$ cat src/rtl/block_stats_pkg.sv
// block_stats_pkg: shared FSM state type and default sizing for the block statistics streamer.
package block_stats_pkg;
  typedef enum logic [2:0] {FILL, PASS0, WAIT0, PASS1, WAIT1, DONE} state_e;
  localparam int DEF_DATA_WIDTH    = 8;
  localparam int DEF_TOTAL_SAMPLES = 64;
  localparam int DEF_PAD_CYCLES    = 2;
endpackage

$ cat src/rtl/sample_block_buffer.sv
// sample_block_buffer: one-write/one-read register array holding a block of samples, combinational read.
module sample_block_buffer
  import block_stats_pkg::*;
#(
  parameter int DATA_WIDTH = DEF_DATA_WIDTH,
  parameter int DEPTH      = DEF_TOTAL_SAMPLES,
  localparam int ADDR_W    = $clog2(DEPTH)
) (
  input  logic                  clk,
  input  logic                  we,
  input  logic [ADDR_W-1:0]     waddr,
  input  logic [DATA_WIDTH-1:0] wdata,
  input  logic [ADDR_W-1:0]     raddr,
  output logic [DATA_WIDTH-1:0] rdata
);
  logic [DATA_WIDTH-1:0] mem_q [DEPTH];
  always_ff @(posedge clk)
    if (we) mem_q[waddr] <= wdata;
  assign rdata = mem_q[raddr];
endmodule

$ cat src/rtl/block_stats_streamer.sv
// block_stats_streamer: captures a pixel block and replays it to the mean then variance unit.
// BLOCK_STATS_STREAMER_PINGPONG_EN adds a second buffer so the next block fills while the current one is processed.
module block_stats_streamer
  import block_stats_pkg::*;
#(
  parameter int DATA_WIDTH    = DEF_DATA_WIDTH,
  parameter int TOTAL_SAMPLES = DEF_TOTAL_SAMPLES,
  parameter int PAD_CYCLES    = DEF_PAD_CYCLES
) (
  input  logic                    clk,
  input  logic                    rst,
  input  logic                    in_valid,
  input  logic [DATA_WIDTH-1:0]   in_data,
  output logic                    in_ready,
  output logic                    stream_start,
  output logic [DATA_WIDTH-1:0]   stream_data,
  output logic                    stream_sel,
  output logic [DATA_WIDTH-1:0]   stream_mean,
  input  logic [DATA_WIDTH-1:0]   mean_in,
  input  logic                    mean_ready,
  input  logic [2*DATA_WIDTH-1:0] variance_in,
  input  logic                    variance_ready,
  output logic [DATA_WIDTH-1:0]   result_mean,
  output logic [2*DATA_WIDTH-1:0] result_variance,
  output logic                    result_valid,
  input  logic                    result_ready
);
  localparam int ADDR_W = $clog2(TOTAL_SAMPLES);
  localparam int CW = ADDR_W + 2;
  localparam logic [CW-1:0] N_SAMP = CW'(TOTAL_SAMPLES);
  localparam logic [CW-1:0] N_PAD = CW'(TOTAL_SAMPLES + PAD_CYCLES);
  state_e state_q, state_d;
  logic [ADDR_W-1:0] wr_idx_q, wr_idx_d;
  logic [CW-1:0] cnt_q, cnt_d;
  logic start_q, start_d, sel_q, sel_d, in_ready_q, in_ready_d, rvalid_q, rvalid_d;
  logic [DATA_WIDTH-1:0] data_q, data_d, smean_q, smean_d, rmean_q, rmean_d, rd_data;
  logic [2*DATA_WIDTH-1:0] rvar_q, rvar_d;
  logic wr_en, fill_done, block_avail, go;
  assign wr_en = in_valid && in_ready_q;
  assign fill_done = wr_en && (&wr_idx_q);
`ifdef BLOCK_STATS_STREAMER_PINGPONG_EN
  logic wr_buf_q, wr_buf_d, rd_buf_q, rd_buf_d, pend_q, pend_d;
  logic [DATA_WIDTH-1:0] rd0, rd1;
  sample_block_buffer #(.DATA_WIDTH(DATA_WIDTH), .DEPTH(TOTAL_SAMPLES)) u_buf0 (
    .clk(clk), .we(wr_en && !wr_buf_q), .waddr(wr_idx_q), .wdata(in_data),
    .raddr(cnt_q[ADDR_W-1:0]), .rdata(rd0));
  sample_block_buffer #(.DATA_WIDTH(DATA_WIDTH), .DEPTH(TOTAL_SAMPLES)) u_buf1 (
    .clk(clk), .we(wr_en && wr_buf_q), .waddr(wr_idx_q), .wdata(in_data),
    .raddr(cnt_q[ADDR_W-1:0]), .rdata(rd1));
  assign rd_data = rd_buf_q ? rd1 : rd0;
  assign block_avail = fill_done || pend_q;
  // a pending block lives in the buffer not being written, since wr_buf toggled when it completed
  always_comb begin
    wr_buf_d = wr_buf_q ^ fill_done;
    rd_buf_d = go ? (fill_done ? wr_buf_q : ~wr_buf_q) : rd_buf_q;
    pend_d = go ? 1'b0 : (pend_q || fill_done);
    in_ready_d = !pend_d;
  end
  always_ff @(posedge clk or posedge rst)
    if (rst) begin
      wr_buf_q <= 1'b0;
      rd_buf_q <= 1'b0;
      pend_q <= 1'b0;
    end else begin
      wr_buf_q <= wr_buf_d;
      rd_buf_q <= rd_buf_d;
      pend_q <= pend_d;
    end
`else
  sample_block_buffer #(.DATA_WIDTH(DATA_WIDTH), .DEPTH(TOTAL_SAMPLES)) u_buf (
    .clk(clk), .we(wr_en), .waddr(wr_idx_q), .wdata(in_data),
    .raddr(cnt_q[ADDR_W-1:0]), .rdata(rd_data));
  assign block_avail = fill_done;
  assign in_ready_d = state_d == FILL;
`endif
  // cnt_q is the pass-relative cycle currently on the bus; next-cycle outputs are computed from it
  always_comb begin
    state_d = state_q;
    cnt_d = cnt_q;
    start_d = 1'b0;
    data_d = '0;
    sel_d = sel_q;
    smean_d = smean_q;
    rmean_d = rmean_q;
    rvar_d = rvar_q;
    rvalid_d = rvalid_q;
    wr_idx_d = wr_en ? wr_idx_q + 1'b1 : wr_idx_q;
    go = 1'b0;
    case (state_q)
      FILL: go = block_avail;
      PASS0, PASS1: begin
        cnt_d = cnt_q + 1'b1;
        if (cnt_q < N_SAMP) data_d = rd_data;
        else if (cnt_q < N_PAD) data_d = state_q == PASS1 ? smean_q : '0;
        else state_d = state_q == PASS0 ? WAIT0 : WAIT1;
      end
      WAIT0: if (mean_ready) begin
        smean_d = mean_in;
        rmean_d = mean_in;
        state_d = PASS1;
        start_d = 1'b1;
        cnt_d = '0;
        sel_d = 1'b1;
      end
      WAIT1: if (variance_ready) begin
        rvar_d = variance_in;
        rvalid_d = 1'b1;
        state_d = DONE;
      end
      DONE: if (result_ready) begin
        rvalid_d = 1'b0;
        state_d = FILL;
        go = block_avail;
      end
      default: state_d = FILL;
    endcase
    if (go) begin
      state_d = PASS0;
      start_d = 1'b1;
      cnt_d = '0;
      sel_d = 1'b0;
    end
  end
  always_ff @(posedge clk or posedge rst)
    if (rst) begin
      state_q <= FILL;
      wr_idx_q <= '0;
      cnt_q <= '0;
      start_q <= 1'b0;
      data_q <= '0;
      sel_q <= 1'b0;
      smean_q <= '0;
      rmean_q <= '0;
      rvar_q <= '0;
      rvalid_q <= 1'b0;
      in_ready_q <= 1'b1;
    end else begin
      state_q <= state_d;
      wr_idx_q <= wr_idx_d;
      cnt_q <= cnt_d;
      start_q <= start_d;
      data_q <= data_d;
      sel_q <= sel_d;
      smean_q <= smean_d;
      rmean_q <= rmean_d;
      rvar_q <= rvar_d;
      rvalid_q <= rvalid_d;
      in_ready_q <= in_ready_d;
    end
  assign in_ready = in_ready_q;
  assign stream_start = start_q;
  assign stream_data = data_q;
  assign stream_sel = sel_q;
  assign stream_mean = smean_q;
  assign result_mean = rmean_q;
  assign result_variance = rvar_q;
  assign result_valid = rvalid_q;
endmodule

$ cat config.mk
export PLATFORM = sky130hd
export DESIGN_NAME = block_stats_streamer
export DESIGN_NICKNAME = d
export VERILOG_FILES = /design/src/rtl/block_stats_pkg.sv /design/src/rtl/sample_block_buffer.sv /design/src/rtl/block_stats_streamer.sv
export SDC_FILE = /design/constraint.sdc
export NUM_CORES = 1
export LEC_CHECK = 0
export ABC_AREA = 1
export CORE_MARGIN = 2
export CORE_UTILIZATION = 40
export DETAILED_ROUTE_END_ITERATION = 10
export PLACE_DENSITY_LB_ADDON = 0.3
export SYNTH_ARGS = -nofsm -noshare
export SYNTH_HDL_FRONTEND = slang
export SYNTH_SLANG_ARGS = --single-unit
$ cat constraint.sdc
create_clock -name clk -period 2.1 [get_ports clk]
set_input_delay 0.63 -clock clk [delete_from_list [all_inputs] [get_ports clk]]
set_output_delay 0.63 -clock clk [all_outputs]
set_load 0.02 [all_outputs]
======== Yosys cells after proc, flatten, opt, wreduce, memory -nomap -nowiden ========
Memories as Yosys holds them, arrays and structs flattened.
Index checks and enable logic that the tools add are counted.
storage, ports and cells
  bits in registers ....................... 53
  bits in writable memories ............... 512
  input bits .............................. 38
  output and inout port bits .............. 44
  word-level logic and storage cells ...... 66
  memories kept ........................... 1
memory list
  memory       depth  bits a word  read ports  clocked after Yosys merged registers in  write ports  RTL line                   text
  u_buf.mem_q  64     8            1           0                                        1            sample_block_buffer.sv:16  logic [DATA_WIDTH-1:0] mem_q [DEPTH];
operators by class
  add/sub/neg operators ................... 2
  $lt $le $gt $ge ......................... 2
  equality and inequality tests ........... 8
  multiplexer cells ....................... 28
  reductions and logical operators ........ 15
operator list
  cell                   count
  $mux W8                6
  $mux W3                7
  $lt A8 B7 Y1 const B   2
  $pmux W8 S2            1
  $pmux W3 S5            1
  $mux W1                11
  $add A8 B1 Y8 const B  1
  $reduce_and A2 Y1      4
  $add A6 B1 Y6 const B  1
  $eq A3 B2 Y1 const B   2
  $eq A3 B3 Y1 const B   2
  $logic_not A3 Y1       2
  $reduce_and A6 Y1      1
  $reduce_bool A2 Y1     3
  $ne A2 B2 Y1 const B   2
  $pmux W1 S2            2
  $eq A3 B1 Y1 const B   1
  $ne A3 B3 Y1 const B   1
  $reduce_and A3 Y1      1
  $reduce_bool A3 Y1     1
  $logic_and A1 B1 Y1    2
  $reduce_or A2 Y1       1

======== Longest topological paths before layout ========
Gate-level depths: netlist of the first run.
  depth after elaboration ................. 7
  mapped depth ............................ 16
  gate-level depth less buffers ........... 13

======== Modules after synthesis ========
From an unflattened synthesis of the first run, not the netlist that was laid out.
unflattened totals
  cells, all modules ...................... 2,097
  area total of the unflattened synthesis .. 23,715.2 um^2
modules (own cells, without submodules)
  module                times used  cells each  area each (um^2)  sequential area each (um^2)
  sample_block_buffer   1           1,797       21,179.1          15,374.7
  block_stats_streamer  1           300         2,536.2           1,327.5

======== Worst setup path after synthesis of the first run ========
No wires, ideal clock.
  path kind ............................... input -> register
  from .................................... in in_valid
  to ...................................... mem u_buf.mem_q[14][0] (netlist bit) (enable)
  library setup time ...................... 0.370 ns
  data arrival time ....................... 1.588 ns
  required time ........................... 1.730 ns
  slack ................................... 0.142 ns
  cell stages on the path ................. 4
  path buffers ............................ 0
  path through ............................ nand2_1 nor2_1 nand3_1 nor2_1
between the ends
  word-level cells in the longest chain between the ends .. 3
RTL lines
  element                        RTL line                    text
  start, declared                block_stats_streamer.sv:12  input logic in_valid,
  $logic_and A1 B1 Y1            block_stats_streamer.sv:39  assign wr_en = in_valid && in_ready_q;
  $mux W1                        sample_block_buffer.sv:18   if (we) mem_q[waddr] <= wdata;
  $mux W1 (not written as such)  sample_block_buffer.sv:18
  end, declared                  sample_block_buffer.sv:16
No other way between the ends.

======== Final worst setup path of the first run ========
  from .................................... reg cnt_q[0]
  to ...................................... reg data_q[7] (netlist: stream_data[7])
between the ends
  word-level cells in the longest chain between the ends .. 4
  elaborated cells on any way between the ends .. 6
  classes of those cells .................. order compare (2); mux (3); memory (1)
RTL lines
  element                 RTL line                     text
  start, declared         block_stats_streamer.sv:34   logic [CW-1:0] cnt_q, cnt_d;
  start signal, assigned  block_stats_streamer.sv:140  cnt_q <= cnt_d;
  $lt A8 B7 Y1            block_stats_streamer.sv:94   else if (cnt_q < N_PAD) data_d = state_q == PASS1 ? smean_q : '0;
  $mux W8                 block_stats_streamer.sv:94
  $mux W8 (*)             block_stats_streamer.sv:93   if (cnt_q < N_SAMP) data_d = rd_data;
  $mux W8 (*)             block_stats_streamer.sv:89   case (state_q)
  via data_d[7]           block_stats_streamer.sv:36   logic [DATA_WIDTH-1:0] data_q, data_d, smean_q, smean_d, rmean_q, rmean_d, rd_data;
  end signal, assigned    block_stats_streamer.sv:142  data_q <= data_d;
  end, declared           block_stats_streamer.sv:36
The timed path passes the listed nets; every way through them passes the cells marked *.
A chain may end at the register's enable or synchronous reset.

==> results.json, run 1 <==
{
  "status": "complete, no violations",
  "period_minus_slack_ns": 2.10,
  "cp-end-kind": "flop",
  "required_ns": 2.60,
  "dpl_cell_area_mm2": 0.0272,
  "vias": 17020,
  "finalNonFillerCells": 3415,
  "clkTransAtPathRegs_ns": 0.06,
  "fmax_ghz": 0.476,
  "finalPower_mw": 36.2,
  "place_inst": 3310,
  "drive_gt1_frac": 0.125,
  "reg2reg_to": "stream_data[7]",
  "syn_area_per_cell_um2": 10.2,
  "synth.area.top_cells": "edfxtp_1 (63%), nand2_1 (14%), dfrtp_1 (5.3%)",
  "grt_max_degree": 65,
  "postCtsHoldBufs": 0,
  "cts.sinks": 565,
  "ios": 82,
  "overflow": 0,
  "drc": 0,
  "ys_seq_elements": 565,
  "dr.first_iter.drc_count": 1940,
  "ant_nets": 0,
  "fin_nets": 2629,
  "cts_tree": "yes",
  "first_global_vias": 16911,
  "clock_skew_ns": 0.0122,
  "antenna_found_initial": 0,
  "finalHoldViolCount": 0,
  "num_rows": 90,
  "setup_tns_ns": 0,
  "ys_seq_area_frac": 0.682,
  "core_area_mm2": 0.0605,
  "worst-setup-path-type": "reg -> reg",
  "areaGrowthSynthToFinish_pct": 19.1,
  "ys_warn_count": 0,
  "setup-violations-final": 0,
  "initial_utilization": 0.405,
  "port_buffers": 81,
  "r2r_slack_ns": 0.0003,
  "cap_violations": 0,
  "dp_hpwl_mm": 40.6,
  "dieArea_mm2": 0.0632,
  "utilization": 0.482,
  "crit_chain": "clkinv_8 -> buf_4 -> buf_12 -> o21ai_0 -> nand3_1 -> nand3_1 -> nand2_1 -> nand2_1 -> nand2_1 -> nor2_2 -> nor2_1",
  "gp_congestion": 0.936,
  "cellPowerDensity_mw_per_mm2": 1240,
  "grt_use_total": 0.204,
  "synth_cell_type_count": 36,
  "cp_data_arrival_time_ns": 2.60,
  "grt_pass1_wl_mm": 98.0,
  "synthTopCellsByCount": "nand2_1 (908), edfxtp_1 (512), inv_1 (284)",
  "drv_slew": 0,
  "htreeDepth": 2,
  "synth_edf_count": 512,
  "fp.dieH_um": 251,
  "synth_cells": 2401,
  "crit_path_top_delay_cell": "dfrtp_4",
  "worstSetupStartpointType": "flop",
  "yosys.area.top_type": "edfxtp_1",
  "hp-class": "in -> async",
  "timing.final.crit_share": 1.00,
  "clk_latency_ns": 0.61,
  "synth_nets": 2441,
  "reg2reg_from": "cnt_q[0]",
  "die_x_um": 251,
  "synth_top_cell_area_share": 0.628,
  "cp_slowest_stage_delay_ns": 0.53,
  "cp_max_fo": 29,
  "firstDrtPassIters": 5,
  "ys.flop_type": "edfxtp_1",
  "tightestPinTransition_ns": 0.603,
  "vias_per_cell": 4.98,
  "cts_made_buffers": 56,
  "syn_area_mm2": 0.0245,
  "routed_wl_mm": 64.0,
  "wl_per_cell_um": 18.7,
  "ir_drop_mv": 0.568,
  "final_cell_area_mm2": 0.0292,
  "synth-async-reset-ratio": 0.0938,
  "rsz0062_at_grt": "true",
  "rr_worst_depth": 11,
  "worst_path_most_repeated_cell": "nand2_1",
  "root_buffer": "clkbuf_16",
  "yosys.cell_count.top_type": "nand2_1",
  "n_antenna_cell": 0,
  "leakage_nw": 12.4,
  "timing.slew.headroom": 0.597,
  "cts.path.max_buffers": 3,
  "fill_cells": 5394
}
state kept, by name (all words and copies together), names as in the netlist:
register,count
cnt_q,8
in_ready,1
result_mean,8
result_valid,1
result_variance,16
state_q,3
stream_data,8
stream_sel,1
stream_start,1
u_buf.mem_q,512
wr_idx_q,6
cell families after synthesis:
kind of cell | synth area share
multiplexers | 0.00736
AO/OA/AOI/OAI | 0.0171
AND/OR/NAND/NOR | 0.220
flip-flops | 0.682
buffers and inverters | 0.0696
XOR/XNOR | 0.00322
adder cells (fa/ha/maj) | 0.00102
critical path: cells and delay by family, from the launching register on:
kind | cells | cell delay [ns]
compound gates | 1 | 0.21
simple gates | 7 | 0.77
buf+inv | 3 | 0.46
flops | 1 | 0.53
per-layer routing:
metal	share of wire	routed length, um	track usage
met5	0	0	0
met4	0.032	2030	0.0721
met3	0.067	4320	0.0251
met2	0.48	31000	0.347
met1	0.42	26700	0.270
what timing repair did:
item                       4_1_cts  5_1_grt
pin swaps                        0        2
buffers inserted                 0        2
gates cloned                     1        0
setup endpoints to repair       51       10
gates resized for setup         53       53
power by group:
part / switching (mW) / internal (mW)
logic: 8.60 / 4.49
registers: 0.519 / 13.0
clock network: 4.15 / 5.47
total: 13.3 / 22.9
layout make-up:
type / count / area [um2] / share of cell area
multi-input cells: 1433 / 6200 / 0.212
repair buffers: 242 / 2410 / 0.0827
clock inverters: 30 / 239 / 0.00819
flip-flops and latches: 565 / 16700 / 0.573
clock buffers: 72 / 1520 / 0.0522
inverters: 291 / 1110 / 0.0380
well taps: 782 / 978 / 0.0335
cells in the final DEF, fill, tap and decap left out, types with 3 or more instances in the layout:
cell type / instances
o21ai_2: 9
nor2_1: 173
clkdlybuf4s50_1: 29
o211ai_1: 4
buf_12: 31
nand3_1: 213
buf_6: 3
nand3_2: 8
xor2_1: 9
o21ai_0: 45
buf_16: 4
nor3_1: 8
clkbuf_1: 12
clkinv_1: 13
clkinvlp_4: 8
dfrtp_1: 50
a21oi_1: 3
bufinv_16: 3
clkinv_2: 6
nand2_2: 20
nand2_1: 889
nand4_1: 5
dlygate4sd2_1: 43
inv_1: 278
o21ai_1: 9
inv_2: 9
mux2_2: 16
edfxtp_1: 512
buf_2: 8
buf_4: 122
clkbuf_16: 58
nor2_4: 3
nor2_2: 5
metrics by stage:
step	worst slack, ns	hold slack, ns
after CTS	0.0118	0.233
after global routing	-0.0701	0.258
final	0.000295	0.253
after global placement	-0.397	0.486
after detailed placement	-0.447	0.485
after floorplan	0.142	0.497
how the worst max path moves through the flow:
stage | cells past startpoint | from | slack [ns] | to
finish | 11 | cnt_q[0] | 0.0003 | stream_data[7]
global route | 14 | cnt_q[0] | -0.07 | stream_data[7]
CTS | 12 | cnt_q[0] | 0.01 | stream_data[3]
detailed placement | 8 | in_valid | -0.45 | u_buf.mem_q[23][6]
global placement | 8 | in_valid | -0.40 | u_buf.mem_q[23][0]
floorplan | 4 | in_valid | 0.14 | u_buf.mem_q[14][0]
(Power assumes the default switching activity.)
==> inputs of run 2 (changes only) <==
--- a/config.mk
+++ b/config.mk
@@ -7,7 +7,8 @@
 export LEC_CHECK = 0
 export ABC_AREA = 1
 export CORE_MARGIN = 2
-export CORE_UTILIZATION = 40
+export CORE_UTILIZATION = 55
+export CTS_BUF_LIST = sky130_fd_sc_hd__clkbuf_2
 export DETAILED_ROUTE_END_ITERATION = 10
 export PLACE_DENSITY_LB_ADDON = 0.3
 export SYNTH_ARGS = -nofsm -noshare
==> constraint.sdc (replaced) <==
create_clock -name clk -period 2.1 [get_ports clk]
set_input_delay 0.63 -clock clk [delete_from_list [all_inputs] [get_ports clk]]
set_output_delay 0.63 -clock clk [all_outputs]
set_load 0.01 [all_outputs]
==> run 2 against run 1 <==
The flow now finishes with violations (negative setup slack). Critical path depth down 9. Count of clock-buffer cells in the layout up 128. Clock power down 27%. Routed wire length up 5.8%. Sequential share of layout area down 1.4 points. Power up 2.0%. Design area up 2.5%. Flip-flop and latch count unchanged. Sequential power about the same. Core utilization up 19 points. Critical path type is now reg -> out.
==> results.json, run 2 (synthesis results as in run 1) <==
{
  "dp_hpwl_mm": 38.2,
  "cts_tree": "yes",
  "wl_per_cell_um": 19.7,
  "tightestPinTransition_ns": 0.823,
  "grt_pass1_wl_mm": 95.7,
  "grt_max_degree": 65,
  "violations": "negative setup slack",
  "fmax_ghz": 0.409,
  "clkTransAtPathRegs_ns": 0.12,
  "timing.final.crit_share": 1.16,
  "fin_nets": 2778,
  "ant_nets": 0,
  "overflow": 0,
  "cp-end-kind": "primary output",
  "ios": 82,
  "setup-violations-final": 52,
  "firstDrtPassIters": 8,
  "cts.sinks": 565,
  "cts.path.max_buffers": 3,
  "cts_made_buffers": 135,
  "cp_max_fo": 2,
  "antenna_found_initial": 1,
  "drive_gt1_frac": 0.243,
  "timing.slew.headroom": 0.450,
  "drv_slew": 0,
  "htreeDepth": 4,
  "utilization": 0.677,
  "top_register": "u_buf.mem_q",
  "clk_latency_ns": 1.13,
  "dieArea_mm2": 0.0462,
  "die_x_um": 215,
  "status": "complete, but fails checks",
  "clock_skew_ns": 0.0726,
  "initial_utilization": 0.555,
  "grt_use_total": 0.272,
  "drc": 0,
  "required_ns": 1.47,
  "dp_slack_ns": -0.323,
  "finalHoldViolCount": 0,
  "routed_wl_mm": 67.8,
  "dr.first_iter.drc_count": 2280,
  "crit_chain": "buf_6 -> buf_6",
  "leakage_nw": 13.1,
  "ir_drop_mv": 0.802,
  "gp_congestion": 0.948,
  "root_buffer": "clkbuf_2",
  "first_global_vias": 17717,
  "hp-class": "in -> reg",
  "core_area_mm2": 0.0441,
  "layout_common_cells": "nand2_1 (822), edfxtp_1 (512), inv_1 (266), clkbuf_2 (200), nand3_1 (175)",
  "vias": 18693,
  "worstSetupStartpointType": "flop",
  "port_buffers": 81,
  "period_minus_slack_ns": 2.45,
  "crit_path_top_delay_cell": "dfrtp_1",
  "num_rows": 77,
  "vias_per_cell": 5.44,
  "areaGrowthSynthToFinish_pct": 22.1,
  "worst-setup-path-type": "reg -> out",
  "cap_violations": 0,
  "cellPowerDensity_mw_per_mm2": 1240,
  "fp.dieH_um": 215,
  "cp_slowest_stage_delay_ns": 0.44,
  "rsz0062_at_grt": "true",
  "cp_data_arrival_time_ns": 1.82,
  "worst_path_most_repeated_cell": "buf_6",
  "final_common_cell": "nand2_1",
  "largest_register_ffs": 512,
  "setup_slack_ns": -0.345
}
[run 2: final timing paths]
kind,start,to,slack [ns],depth (start not counted)
worst max-delay path,result_mean[1],stream_mean[1],-0.35,2
worst min-delay path,variance_in[15],result_variance[15],0.11,2
worst max register to register,cnt_q[0],stream_data[7],-0.08,14
worst min register to register,result_variance[1],result_variance[1],0.51,1
max in group asynchronous,rst,result_variance[6],1.23,4
min in group asynchronous,rst,result_mean[3],0.37,3
[run 2: per-stage QoR]
stage | TNS (ns) | std cells | total power, mW | instance area, um2 | hold WS [ns]
after CTS | -12.82 | 3382 | 33.0 | 28300 | 0.0234
after floorplan | 0 | 2401 | 21.3 | 24500 | 0.497
after global placement | -108.44 | 3107 | 25.7 | 26900 | 0.485
final | -9.59 | 3434 | 36.9 | 29900 | 0.109
after global routing | -12.71 | 3434 | 38.6 | 29900 | 0.0757
after detailed placement | -110.89 | 3107 | 26.0 | 26900 | 0.492
[run 2: where the power goes]
group | internal (mW) | switching [mW]
sequential | 12.9 | 0.497
combinational | 6.48 | 10.0
clock | 2.79 | 4.21
[run 2: area by class of cell]
class | instances | area [um2]
Sequential cell | 565 | 16700
Fill cell | 3219 | 14200
Multi-Input combinational cell | 1433 | 6670
Timing Repair Buffer | 312 | 3440
Inverter | 291 | 1110
Clock buffer | 200 | 1000
Tap cell | 592 | 741
Clock inverter | 40 | 214
Antenna cell | 1 | 2.50
[run 2: per-layer routing]
metal | up-vias | GRT usage | part of all wire
met2 | 1149 | 0.441 | 0.47
met3 | 205 | 0.0522 | 0.10
li1 | 8532 | - | -
met5 | - | 0 | 0
met1 | 8807 | 0.354 | 0.38
met4 | 0 | 0.137 | 0.046
[run 2: worst max-delay path, delay by kind of cell, from the launching register on]
kind / cells / cell delay, ns
buf+inv: 2 / 0.25
flops: 1 / 0.44
[run 2: what timing repair did]
action / 4_1_cts / 5_1_grt
pin swaps: 0 / 88
hold endpoints to repair: 123 / 0
gates cloned: 0 / 29
setup buffers: 18 / 22
endpoints found under the setup margin: 51 / 52
hold buffers: 17 / 0
gates resized for setup: 204 / 239
